===== config.mk =====
export PLATFORM = sky130hd
export DESIGN_NAME = vga_fb_arbiter
export DESIGN_NICKNAME = d
export VERILOG_FILES = /design/src/rtl/vga_fb_arbiter.sv
export SDC_FILE = /design/constraint.sdc
export NUM_CORES = 1
export LEC_CHECK = 0
export ABC_AREA = 1
export BUFFER_PORTS_ARGS = -buffer_cell sky130_fd_sc_hd__buf_4
export CAP_MARGIN = 20
export CORE_MARGIN = 2
export CORE_UTILIZATION = 40
export CTS_BUF_LIST = sky130_fd_sc_hd__clkbuf_16
export DETAILED_ROUTE_END_ITERATION = 7
export PLACE_DENSITY = 0.73
export SLEW_MARGIN = 20
export SYNTH_ARGS = -nofsm -noshare
export SYNTH_HDL_FRONTEND = slang
export SYNTH_SLANG_ARGS = --single-unit
export TNS_END_PERCENT = 20

===== constraint.sdc =====
create_clock -name clk -period 6.5 [get_ports clk]
set_clock_uncertainty 0.05 [all_clocks]
set_input_delay 0.65 -clock clk [delete_from_list [all_inputs] [get_ports clk]]
set_output_delay 0.65 -clock clk [all_outputs]
set_load 0.01 [all_outputs]

===== src/rtl/vga_fb_arbiter.sv =====
// Framebuffer arbiter: shares one single-port synchronous RAM between VGA
// pixel fetch (absolute priority), a drawing-engine write port and a
// hardware clear-screen sweep. Colour and syncs leave aligned, 2 clk late.
//
// Write handshake: a write transfers on a cycle where wr_valid and wr_ready
// are both high. The requester holds wr_valid/wr_addr/wr_data stable until
// then. wr_ready is low in any display cycle and throughout a clear sweep.
// Accepted writes with wr_addr >= FB_DEPTH are acknowledged but dropped.
module vga_fb_arbiter #(
  parameter int H_RES       = 640,
  parameter int V_RES       = 480,
  parameter int SCALE_SHIFT = 2,
  parameter int DATA_W      = 12,
  parameter int ADDR_W      = 15,
  parameter int FB_DEPTH    = 19200
) (
  input  logic              clk,
  input  logic              clr,
  input  logic              clk_25MHz,
  input  logic              xyvalid,
  input  logic              yvalid,
  input  logic [9:0]        x,
  input  logic [9:0]        y,
  input  logic              hsync_in,
  input  logic              vsync_in,
  input  logic              wr_valid,
  output logic              wr_ready,
  input  logic [ADDR_W-1:0] wr_addr,
  input  logic [DATA_W-1:0] wr_data,
  input  logic              clear_req,
  input  logic [DATA_W-1:0] clear_color,
  output logic              busy,
  output logic              clear_done,
  output logic              vblank_start,
  output logic              mem_en,
  output logic              mem_we,
  output logic [ADDR_W-1:0] mem_addr,
  output logic [DATA_W-1:0] mem_wdata,
  input  logic [DATA_W-1:0] mem_rdata,
  output logic [DATA_W-1:0] rgb_out,
  output logic              hsync_out,
  output logic              vsync_out
);

  localparam int FB_COLS = H_RES >> SCALE_SHIFT;
  localparam logic [ADDR_W-1:0] DEPTH_A = ADDR_W'(FB_DEPTH);
  localparam logic [ADDR_W-1:0] LAST_A  = ADDR_W'(FB_DEPTH - 1);

  // busy is a direct decode of the state register, so it doubles as the
  // externally visible FSM state.
  typedef enum logic {IDLE, CLEAR} state_t;

  state_t            state, state_nxt;
  logic [ADDR_W-1:0] cnt;
  logic [DATA_W-1:0] clear_col;
  logic              disp;
  logic [31:0]       disp_prod;
  logic [ADDR_W-1:0] disp_addr;
  logic              last_write;
  logic              vld_d;
  logic              hs_d, vs_d;
  logic              yvalid_d;

  // Display slot decode and scaled framebuffer address (full-width product,
  // then truncated to the RAM address width).
  always_comb begin
    disp      = clk_25MHz & xyvalid;
    disp_prod = 32'(y >> SCALE_SHIFT) * 32'(FB_COLS) + 32'(x >> SCALE_SHIFT);
    disp_addr = disp_prod[ADDR_W-1:0];
  end

  // Next state and RAM port mux: display first, then sweep or write port.
  always_comb begin
    state_nxt  = state;
    wr_ready   = 1'b0;
    mem_en     = 1'b0;
    mem_we     = 1'b0;
    mem_addr   = '0;
    mem_wdata  = '0;
    last_write = 1'b0;
    busy       = (state == CLEAR);
    case (state)
      IDLE: if (clear_req) state_nxt = CLEAR;
      CLEAR: begin
        last_write = !disp && (cnt == LAST_A);
        if (last_write) state_nxt = IDLE;
      end
      default: state_nxt = IDLE;
    endcase
    if (disp) begin
      mem_en   = 1'b1;
      mem_addr = disp_addr;
    end else if (state == IDLE) begin
      wr_ready = 1'b1;
      if (wr_valid) begin
        mem_en    = 1'b1;
        mem_we    = (wr_addr < DEPTH_A);
        mem_addr  = wr_addr;
        mem_wdata = wr_data;
      end
    end else begin
      mem_en    = 1'b1;
      mem_we    = 1'b1;
      mem_addr  = cnt;
      mem_wdata = clear_col;
    end
  end

  // State register, sweep counter, latched fill colour and done pulse.
  always_ff @(posedge clk) begin
    if (clr) begin
      state      <= IDLE;
      cnt        <= '0;
      clear_col  <= '0;
      clear_done <= 1'b0;
    end else begin
      state      <= state_nxt;
      clear_done <= last_write;
      if (state == IDLE && clear_req) begin
        cnt       <= '0;
        clear_col <= clear_color;
      end else if (state == CLEAR && !disp) begin
        cnt <= cnt + 1'b1;
      end
    end
  end

  // Read-data pipeline and sync delay lines, aligned to rgb_out.
  always_ff @(posedge clk) begin
    if (clr) begin
      vld_d     <= 1'b0;
      rgb_out   <= '0;
      hs_d      <= 1'b1;
      hsync_out <= 1'b1;
      vs_d      <= 1'b1;
      vsync_out <= 1'b1;
    end else begin
      vld_d     <= disp;
      rgb_out   <= vld_d ? mem_rdata : '0;
      hs_d      <= hsync_in;
      hsync_out <= hs_d;
      vs_d      <= vsync_in;
      vsync_out <= vs_d;
    end
  end

  // One-clk pulse on the falling edge of the active-line flag.
  always_ff @(posedge clk) begin
    if (clr) begin
      yvalid_d     <= 1'b0;
      vblank_start <= 1'b0;
    end else begin
      yvalid_d     <= yvalid;
      vblank_start <= yvalid_d & ~yvalid;
    end
  end

endmodule


# After elaboration in Yosys (flattened, before gate mapping)
# Cells that the tools add are included.
# W data, S select, Z words.
# totals
input_bits	80
wordCells	46
ff_bits	48
# op_classes
mul	1
add_sub_neg	2
reduce_logical	7
n_lt_le_gt_ge	1
bitwise	5
n_mux	17
eq_ne	1
# op_table
op	count
$mux W15	3
$mux W12	3
$add A15 B1 Y15 const B	1
$add A15 B8 Y15	1
$eq A15 B15 Y1 const B	1
$lt A15 B15 Y1 const B	1
$mul A8 B3 Y10 const B	1
$mux W1	10
$reduce_or A2 Y1	3
$logic_and A1 B1 Y1	3
$not A1 Y1	3
$and A1 B1 Y1	2
$pmux W1 S2	1
$logic_not A1 Y1	1

# Depth between registers and ports, before layout
# Gate-level depths: netlist of the first run.
# logic_depth
ltp_word	5
depth_mapped	14
ltp_nobuf	14

# Worst setup path after synthesis of the first run
# No wires, ideal clock.
# synth_timing
path_kind	input port to output port
startpoint	input y[3]
endpoint	output mem_addr[12]
stages	10
arrival_ps	2470
n_path_buf	0
slack_ps	3330
cell_sequence	ha_1 ha_1 inv_1 fa_1 nor2_1 nand3_1 nor2_1 nand2_1 xnor2_1 o21ai_0
# synth_between
elab_chain_len	3
# synth_rtl
element	line	rtl
from (decl)	23	input logic [9:0] y,
$mul A8 B3 Y10	68	disp_prod = 32'(y >> SCALE_SHIFT) * 32'(FB_COLS) + 32'(x >> SCALE_SHIFT);
$add A15 B8 Y15	68	
$mux W15	90	if (disp) begin
to (decl)	37	output logic [ADDR_W-1:0] mem_addr,
# Every way passes these cells.

# Worst setup path in the final report of the first run
# Ends and elaborated chain as after synthesis.

==> impl_metrics.json, run 1 <==
{
  "regMostFlops": "cnt",
  "relSlewSlack": 0.662,
  "drc": 0,
  "fin_crit_sh": 0.548,
  "vias": 2978,
  "min_delay_path_depth": 1,
  "timing.hold.ws_ns": 0.359,
  "critPathTopFamily": "adder cells",
  "drive_above_1_share": 0.280,
  "synth_edf_count": 0,
  "antenna_cells": 0,
  "area_delta_synth_final_pct": 41.8,
  "grt_max_degree": 28,
  "power.net_switching_uw": 206,
  "worstPathMaxFanout": 3,
  "hold_violations": 0,
  "start_util": 0.410,
  "cts_tree": "built",
  "syn_nets": 495,
  "clk_pin_slew_ns": 0.07,
  "cellPowerDensity_nw_per_um2": 210,
  "cts_max_level": 2,
  "grt_pass1_vias": 2703,
  "yosysWarnings": 0,
  "fin_area_um2": 3910,
  "postCtsHoldBufs": 0,
  "synthTopCellsByArea": "dfxtp_1 (35%), nand2_1 (11%), nor2_1 (8.6%), inv_1 (7.9%), ha_1 (7.3%)",
  "clkSinkCount": 48,
  "path_class": "in -> out",
  "end_kind": "output port",
  "pwr-share-comb": 0.224,
  "hpwl_mm": 5.78,
  "first_pass_iters": 5,
  "place_area_um2": 3720,
  "grt_pass1_wl_mm": 11.7,
  "cts_setup_buffers": 0,
  "row_count": 30,
  "reg_top3": "cnt x15, clear_col x12, rgb_out x12",
  "ios": 127,
  "floorplan.die_area_um2": 7570,
  "worst_pin_slew_ns": 0.506,
  "clock-root-buffer": "clkbuf_16",
  "ir_drop_mv": 0.100,
  "multi_input_area_um2": 1510,
  "drt_iter0_drc": 116,
  "largest_reg_flops": 15,
  "r2r_cells": 7,
  "slowest_stage": "fa_1",
  "yosys.area.top_type": "dfxtp_1",
  "setup_tns_ns": 0,
  "cts_buffers": 5,
  "async_reset_ff_frac": 0,
  "seqPwrFrac": 0.376,
  "ys_seq_elements": 48,
  "internal_power_uw": 615,
  "die_w_um": 87.0,
  "grt_overflow": 0,
  "avgViaCountPerCell": 5.01,
  "finalWirelength_mm": 7.21,
  "netlist_area_um2": 2760,
  "grtUsageTotal": 0.191,
  "synth_top_area_frac": 0.348,
  "timing.critical_path.from_type": "primary input",
  "synthTopCellsByCount": "nand2_1 (82), nor2_1 (63), inv_1 (58)",
  "rsz0062_at_grt": "false",
  "avgRoutedWirePerCell_um": 12.1,
  "avgSynthCellArea_um2": 6.95,
  "cp_num_buf_inv": 3,
  "yosysMostFrequentCell": "nand2_1",
  "coreArea_um2": 6720,
  "power.share.switching": 0.251,
  "fin_nets": 612,
  "cp.arrival_ns": 2.86,
  "dieHeight_um": 87.0,
  "gp_congestion": 0.839,
  "max_clock_freq_mhz": 281,
  "cap_violations": 0,
  "nFillCells": 640,
  "synth_cells": 397,
  "seq_area_frac_synth": 0.348,
  "cts_resized": 0,
  "finalMaxSlewViolations": 0,
  "clock_latency_ns": 0.28,
  "layout_min_cycle_time_ns": 3.56,
  "path_depth": 12,
  "hp-class": "reg -> reg",
  "io_buffers": 122,
  "leakage_nw": 2.00,
  "setup_viol": 0,
  "crit_path_max_incr_delay_ns": 0.44,
  "crit_chain": "buf_4 -> ha_1 -> ha_1 -> inv_1 -> fa_1 -> nor2_1 -> nand3_1 -> nor2_1 -> nand2_1 -> xnor2_1 -> o21ai_0 -> buf_4",
  "p_clk_frac": 0.399,
  "cp.required_ns": 5.80,
  "cts_buffer_depth": 2,
  "synth_ff_type": "dfxtp_1",
  "antenna_found_initial": 0,
  "status": "finished clean",
  "synth_cell_type_count": 34,
  "regArea_um2": 961,
  "drtAntennaViolNets": 0
}
-- power by group through the flow --
stage                     Sequential [mW]  Clock (mW)  Combinational (mW)
after floorplan                     0.316           0               0.101
after global placement              0.315           0               0.181
after detailed placement            0.316           0               0.184
after CTS                           0.309       0.336               0.184
after global routing                0.310       0.348               0.206
final                               0.309       0.328               0.184
-- metal layers --
metal  vias up  share of wire  GRT usage
li1       1518              -          -
met1      1312           0.45      0.248
met2       140           0.44      0.316
met3         8          0.096     0.0389
met4         0          0.012     0.0597
met5         -              0          0
-- metrics by stage --
step / worst slack [ns] / power (mW) / cells / utilization
after CTS: 2.95 / 0.830 / 595 / 0.582
after detailed placement: 2.96 / 0.499 / 587 / 0.553
after global routing: 2.72 / 0.864 / 595 / 0.582
final: 2.94 / 0.822 / 595 / 0.582
after global placement: 2.95 / 0.496 / 587 / 0.553
after floorplan: 3.33 / 0.417 / 397 / -
-- final cells by class --
cell class / count / share of cell area
Clock buffer: 5 / 0.0320
Clock inverter: 3 / 0.0176
Inverter: 61 / 0.0585
Multi-Input combinational cell: 276 / 0.386
Sequential cell: 48 / 0.246
Tap cell: 80 / 0.0256
Timing Repair Buffer: 122 / 0.234
-- cells by family (layout without fill, tap and decap cells) --
logic type               after synthesis  in the layout  share of synthesized area
XOR/XNOR                               6              6                     0.0191
AO/OA/AOI/OAI                         66             66                      0.156
flip-flops                            48             48                      0.348
buffers and inverters                 73            191                      0.103
AND/OR/NAND/NOR                      186            186                      0.286
adder cells (fa/ha/maj)               18             18                     0.0871
-- final timing paths --
check                                     start                   end  slack (ns)
worst max register to register  busy$_SDFF_PP0_  cnt[11]$_SDFFE_PP0P_        4.41
worst min-delay path            vs_d$_SDFF_PP1_  vsync_out$_SDFF_PP1_        0.36
worst max-delay path                       y[3]          mem_addr[12]        2.94
worst min register to register  vs_d$_SDFF_PP1_  vsync_out$_SDFF_PP1_        0.36
-- cells in the final DEF (no fill, tap or decap), types with 5 or more instances in the layout --
cell and instances:
o21ai_0 21, inv_1 58, nor2_1 63, buf_4 122, nand3_1 16, ha_1 16, nor3_1 5, clkbuf_16 5
dfxtp_1 48, nand4_1 7, nand2_1 82, a22o_1 12, a21oi_1 15
Note: power is estimated with default switching activity, not from simulation.
==> inputs of run 2 (changes only) <==
--- a/config.mk
+++ b/config.mk
@@ -12,7 +12,7 @@
 export CORE_UTILIZATION = 40
 export CTS_BUF_LIST = sky130_fd_sc_hd__clkbuf_16
 export DETAILED_ROUTE_END_ITERATION = 7
-export PLACE_DENSITY = 0.73
+export PLACE_DENSITY = 0.76
 export SLEW_MARGIN = 20
 export SYNTH_ARGS = -nofsm -noshare
 export SYNTH_HDL_FRONTEND = slang
==> constraint.sdc (replaced) <==
create_clock -name clk -period 3 [get_ports clk]
set_clock_uncertainty 0.05 [all_clocks]
set_input_delay 0.3 -clock clk [delete_from_list [all_inputs] [get_ports clk]]
set_output_delay 0.3 -clock clk [all_outputs]
set_load 0.01 [all_outputs]
==> run 2 against run 1 <==
Net effect:
- design area down 0.29%
- final cell count up 0.17%
- clock power up 87%
- highest routed layer unchanged
- count of clock-buffer cells in the layout unchanged
- critical endpoint is now mem_addr[13]
- critical path type unchanged
- sequential share of layout area up 0.071 points
- utilization down 0.17 points
- combinational power up 120%
- die area unchanged
- register-to-register slack worse by 3.5 ns
==> impl_metrics.json, run 2 (synthesis results as in run 1) <==
{
  "cp_num_buf_inv": 3,
  "antenna_cells": 0,
  "worst_pin_slew_ns": 0.436,
  "finalPower_mw": 1.69,
  "grt_pass1_wl_mm": 12.1,
  "clock_latency_ns": 0.28,
  "gp_congestion": 0.874,
  "grtUsageTotal": 0.196,
  "layout_min_cycle_time_ns": 2.82,
  "first_pass_iters": 4,
  "grt_pass1_vias": 2736,
  "drc": 0,
  "largest_reg_flops": 15,
  "relSlewSlack": 0.709,
  "status": "finished clean",
  "row_count": 30,
  "rsz0062_at_grt": "false",
  "clock-root-buffer": "clkbuf_16",
  "path_class": "in -> out",
  "cellPowerDensity_nw_per_um2": 433,
  "avgRoutedWirePerCell_um": 12.2,
  "leakage_nw": 1.99,
  "final_cell_mix": "buf_4 (123), nand2_1 (82), nor2_1 (60)",
  "finalWirelength_mm": 7.28,
  "cp.arrival_ns": 2.47,
  "hpwl_mm": 5.84,
  "hp-class": "in -> reg",
  "antenna_found_initial": 0,
  "ios": 127,
  "cts_buffer_depth": 2,
  "fin_nets": 613,
  "r2r_setup_slack_ns": 0.96,
  "critPathTopFamily": "adder cells",
  "regMostFlops": "cnt",
  "io_buffers": 122,
  "worstPathMaxFanout": 3,
  "hold_violations": 0,
  "setup_tns_ns": 0,
  "timing.critical_path.from_type": "primary input",
  "finalMaxSlewViolations": 0,
  "grt_max_degree": 28,
  "floorplan.die_area_um2": 7570,
  "preCtsSetupSlack_ns": 0.150,
  "area_delta_synth_final_pct": 41.4,
  "die_w_um": 87.0,
  "cp.required_ns": 2.65,
  "avgViaCountPerCell": 4.91,
  "end_kind": "output port",
  "start_util": 0.410,
  "crit_chain": "buf_4 -> ha_1 -> ha_1 -> inv_1 -> fa_1 -> nor2_2 -> nand3_1 -> a21oi_1 -> nand2_1 -> nor2_1 -> nand2_1 -> nand3_1 -> nand2_1 -> buf_4",
  "clkSinkCount": 48,
  "ir_drop_mv": 0.179,
  "reg_top3": "cnt x15, clear_col x12, rgb_out x12",
  "vias": 2927,
  "timing.hold.ws_ns": 0.155,
  "cts_buffers": 5,
  "max_clock_freq_mhz": 355,
  "setup_viol": 0,
  "clk_pin_slew_ns": 0.06,
  "finalWorstSetupSlack_ns": 0.181,
  "cts_max_level": 2,
  "final_common_cell": "buf_4",
  "cap_violations": 0,
  "grt_overflow": 0,
  "crit_path_max_incr_delay_ns": 0.45,
  "slowest_stage": "fa_1",
  "drtAntennaViolNets": 0,
  "dieHeight_um": 87.0,
  "cts_tree": "built",
  "drt_iter0_drc": 86,
  "coreArea_um2": 6720,
  "fin_crit_sh": 0.940,
  "drive_above_1_share": 0.285,
  "cp_common_cell": "nand2_1"
}
[run 2: cell types whose count changed in the layout (fill, tap and decap cells not counted), sizes merged]
cell,delta
clkinv,+2
buf,+1
bufinv,-1
inv,-1
[run 2: final timing paths]
kind / startpoint / cells past startpoint / to
worst max register to register: busy$_SDFF_PP0_ / 7 / cnt[11]$_SDFFE_PP0P_
worst max-delay path: y[3] / 14 / mem_addr[13]
worst min register to register: vs_d$_SDFF_PP1_ / 1 / vsync_out$_SDFF_PP1_
worst min-delay path: vsync_in / 2 / vs_d$_SDFF_PP1_
[run 2: routing by layer]
metal	vias up	track usage	wire length, um
li1	1521	-	-
met1	1282	0.248	3250
met2	122	0.346	3370
met3	2	0.0389	631
met4	0	0.0384	31
met5	-	0	0
[run 2: power by group]
part           switching [mW]  internal [mW]
registers              0.0110          0.659
logic                   0.207          0.197
clock network           0.223          0.391
total                   0.441           1.25
[run 2: stage by stage]
step           instances  cell area [um^2]  utilization
5_1_grt              596              3900        0.580
3_3_place_gp         588              3720        0.554
3_5_place_dp         588              3720        0.554
6_report             596              3900        0.580
2_1_floorplan        397              2760            -
4_1_cts              596              3890        0.579
[run 2: final cells by class]
class | instances | area [um^2]
Fill cell | 633 | 2820
Multi-Input combinational cell | 276 | 1520
Sequential cell | 48 | 961
Timing Repair Buffer | 123 | 923
Inverter | 61 | 229
Clock buffer | 5 | 125
Tap cell | 80 | 100
Clock inverter | 3 | 42.5
[run 2: worst register-to-register path, stage by stage (launching register included)]
cell and delay (ns):
dfxtp_1 0.43, nand2_2 0.23, inv_2 0.41, nand2_1 0.20, nor3_4 0.23, nand2_1 0.12
o21ai_0 0.17, a21oi_1 0.08
[run 2: timing repair]
item | CTS | global route
setup endpoints to repair | 0 | 3
resized for setup | 0 | 4
buffers inserted | 0 | 0
hold buffers | 0 | 0
==> inputs of run 3 (changes only) <==
--- a/config.mk
+++ b/config.mk
@@ -12,7 +12,7 @@
 export CORE_UTILIZATION = 40
 export CTS_BUF_LIST = sky130_fd_sc_hd__clkbuf_16
 export DETAILED_ROUTE_END_ITERATION = 7
-export PLACE_DENSITY = 0.76
+export PLACE_DENSITY_LB_ADDON = 0.2
 export SLEW_MARGIN = 20
 export SYNTH_ARGS = -nofsm -noshare
 export SYNTH_HDL_FRONTEND = slang
==> run 3 against run 2 <==
Net effect:
- non-clock buffer count unchanged
- setup slack worse by 0.0048 ns
- combinational power down 1%
- flip-flop and latch count unchanged
- maximum frequency down 0.17%
- design area up 0.13%
- utilization up 0.074 points
- critical path type unchanged
- critical endpoint unchanged
- highest routed layer unchanged
==> impl_metrics.json, run 3 (synthesis results as in run 1) <==
{
  "worstHoldStart": "vsync_in",
  "clk_pin_slew_ns": 0.06,
  "grtUsageTotal": 0.188,
  "antenna_found_initial": 0,
  "fin_nets": 613,
  "hold_violations": 0,
  "r2r_end": "cnt[11]$_SDFFE_PP0P_",
  "cp.required_ns": 2.65,
  "io_buffers": 122,
  "min_delay_path_depth": 2,
  "rsz0062_at_grt": "false",
  "vias": 2904,
  "hp-class": "in -> reg",
  "avgViaCountPerCell": 4.87,
  "reg_top3": "cnt x15, clear_col x12, rgb_out x12",
  "path_class": "in -> out",
  "r2r_setup_slack_ns": 0.88,
  "grt_max_degree": 28,
  "coreArea_um2": 6720,
  "timing.hold.ws_ns": 0.151,
  "grt_overflow": 0,
  "die_w_um": 87.0,
  "setup_viol": 0,
  "relSlewSlack": 0.695,
  "cap_violations": 0,
  "min_to": "vs_d$_SDFF_PP1_",
  "end_kind": "output port",
  "drive_above_1_share": 0.287,
  "power.net_switching_uw": 450,
  "gp_congestion": 0.867,
  "fin_area_um2": 3910,
  "finalWirelength_mm": 7.14,
  "grt_pass1_vias": 2624,
  "hpwl_mm": 5.69,
  "clock-root-buffer": "clkbuf_16",
  "leakage_nw": 1.99,
  "reg2reg_from": "busy$_SDFF_PP0_",
  "cts_tree": "built",
  "cellPowerDensity_nw_per_um2": 435,
  "p_clk_frac": 0.371,
  "dieHeight_um": 87.0,
  "row_count": 30,
  "drt_iter0_drc": 92,
  "regMostFlops": "cnt",
  "status": "finished clean",
  "place_area_um2": 3720,
  "worst_pin_slew_ns": 0.457,
  "cts_resized": 0,
  "clkSinkCount": 48,
  "setup_tns_ns": 0,
  "drtAntennaViolNets": 0,
  "cts_max_level": 2,
  "first_pass_iters": 4,
  "start_util": 0.410,
  "r2r_cells": 7,
  "internal_power_mw": 1.25,
  "final_common_cell": "buf_4",
  "final_cell_mix": "buf_4 (123), nand2_1 (82), nor2_1 (60)",
  "max_clock_freq_mhz": 354,
  "cts_setup_buffers": 0,
  "area_delta_synth_final_pct": 41.6,
  "largest_reg_flops": 15,
  "grt_pass1_wl_mm": 11.5,
  "cts_buffer_depth": 2,
  "antenna_cells": 0,
  "seqPwrFrac": 0.394,
  "ir_drop_mv": 0.255,
  "cts_buffers": 5,
  "layout_min_cycle_time_ns": 2.82,
  "fin_util": 0.581,
  "floorplan.die_area_um2": 7570,
  "clock_latency_ns": 0.28,
  "finalMaxSlewViolations": 0,
  "cp.arrival_ns": 2.47,
  "avgRoutedWirePerCell_um": 12.0,
  "drc": 0,
  "postCtsHoldBufs": 0,
  "power.share.switching": 0.264,
  "ios": 127,
  "timing.critical_path.from_type": "primary input",
  "fin_crit_sh": 0.941,
  "worstPathMaxFanout": 3,
  "pwr-share-comb": 0.235
}
-- run 3: changes by cell type in the layout (fill, tap and decap cells not counted) --
cell / change
o21ai_0: +1
o21ai_1: -1
clkinv_1: -1
clkinv_4: +1
-- run 3: power by group through the flow --
stage	clock network, mW	registers (mW)	logic, mW
2_1_floorplan	0	0.684	0.219
3_3_place_gp	0	0.684	0.392
3_5_place_dp	0	0.685	0.398
4_1_cts	0.647	0.670	0.400
5_1_grt	0.678	0.672	0.449
6_report	0.631	0.670	0.399
-- run 3: layout make-up --
cell class	count	area, um^2
timing repair buffer	123	923
fill	646	2810
multi-input combinational	276	1520
tap	80	100
sequential	48	961
inverter	61	229
clock buffer	5	125
clock inverter	3	47.5
-- run 3: critical path: stages --
cell     delay (ns)
buf_4          0.12
ha_1           0.29
ha_1           0.24
inv_1          0.08
fa_1           0.45
nor2_2         0.15
nand3_1        0.12
a21oi_1        0.19
nand2_1        0.11
o21ai_0        0.16
nand3_1        0.09
nand2_1        0.07
buf_4          0.12
-- run 3: worst max-delay path by stage --
| stage | startpoint | end | slack [ns] | cells after the start |
|---|---|---|---|---|
| floorplan | y[3] | mem_addr[12] | 0.53 | 10 |
| global placement | y[3] | mem_addr[14] | 0.23 | 14 |
| detailed placement | y[3] | mem_addr[14] | 0.15 | 14 |
| CTS | y[3] | mem_addr[14] | 0.15 | 14 |
| global route | y[3] | mem_addr[14] | 0.02 | 15 |
| finish | y[3] | mem_addr[13] | 0.18 | 13 |
-- run 3: metal layers --
layer	global-route usage	wire [um]	vias to the layer above
met3	0.0313	455	6
met1	0.236	3250	1278
li1	-	-	1522
met4	0.0511	72	0
met2	0.330	3360	98
met5	0	0	-
-- run 3: per-stage QoR --
stage               power [mW]  instances  setup slack, ns
floorplan                0.903        397            0.530
global placement          1.08        588            0.229
detailed placement        1.08        588            0.150
CTS                       1.72        596            0.151
global route              1.80        596           0.0183
finish                    1.70        596            0.176
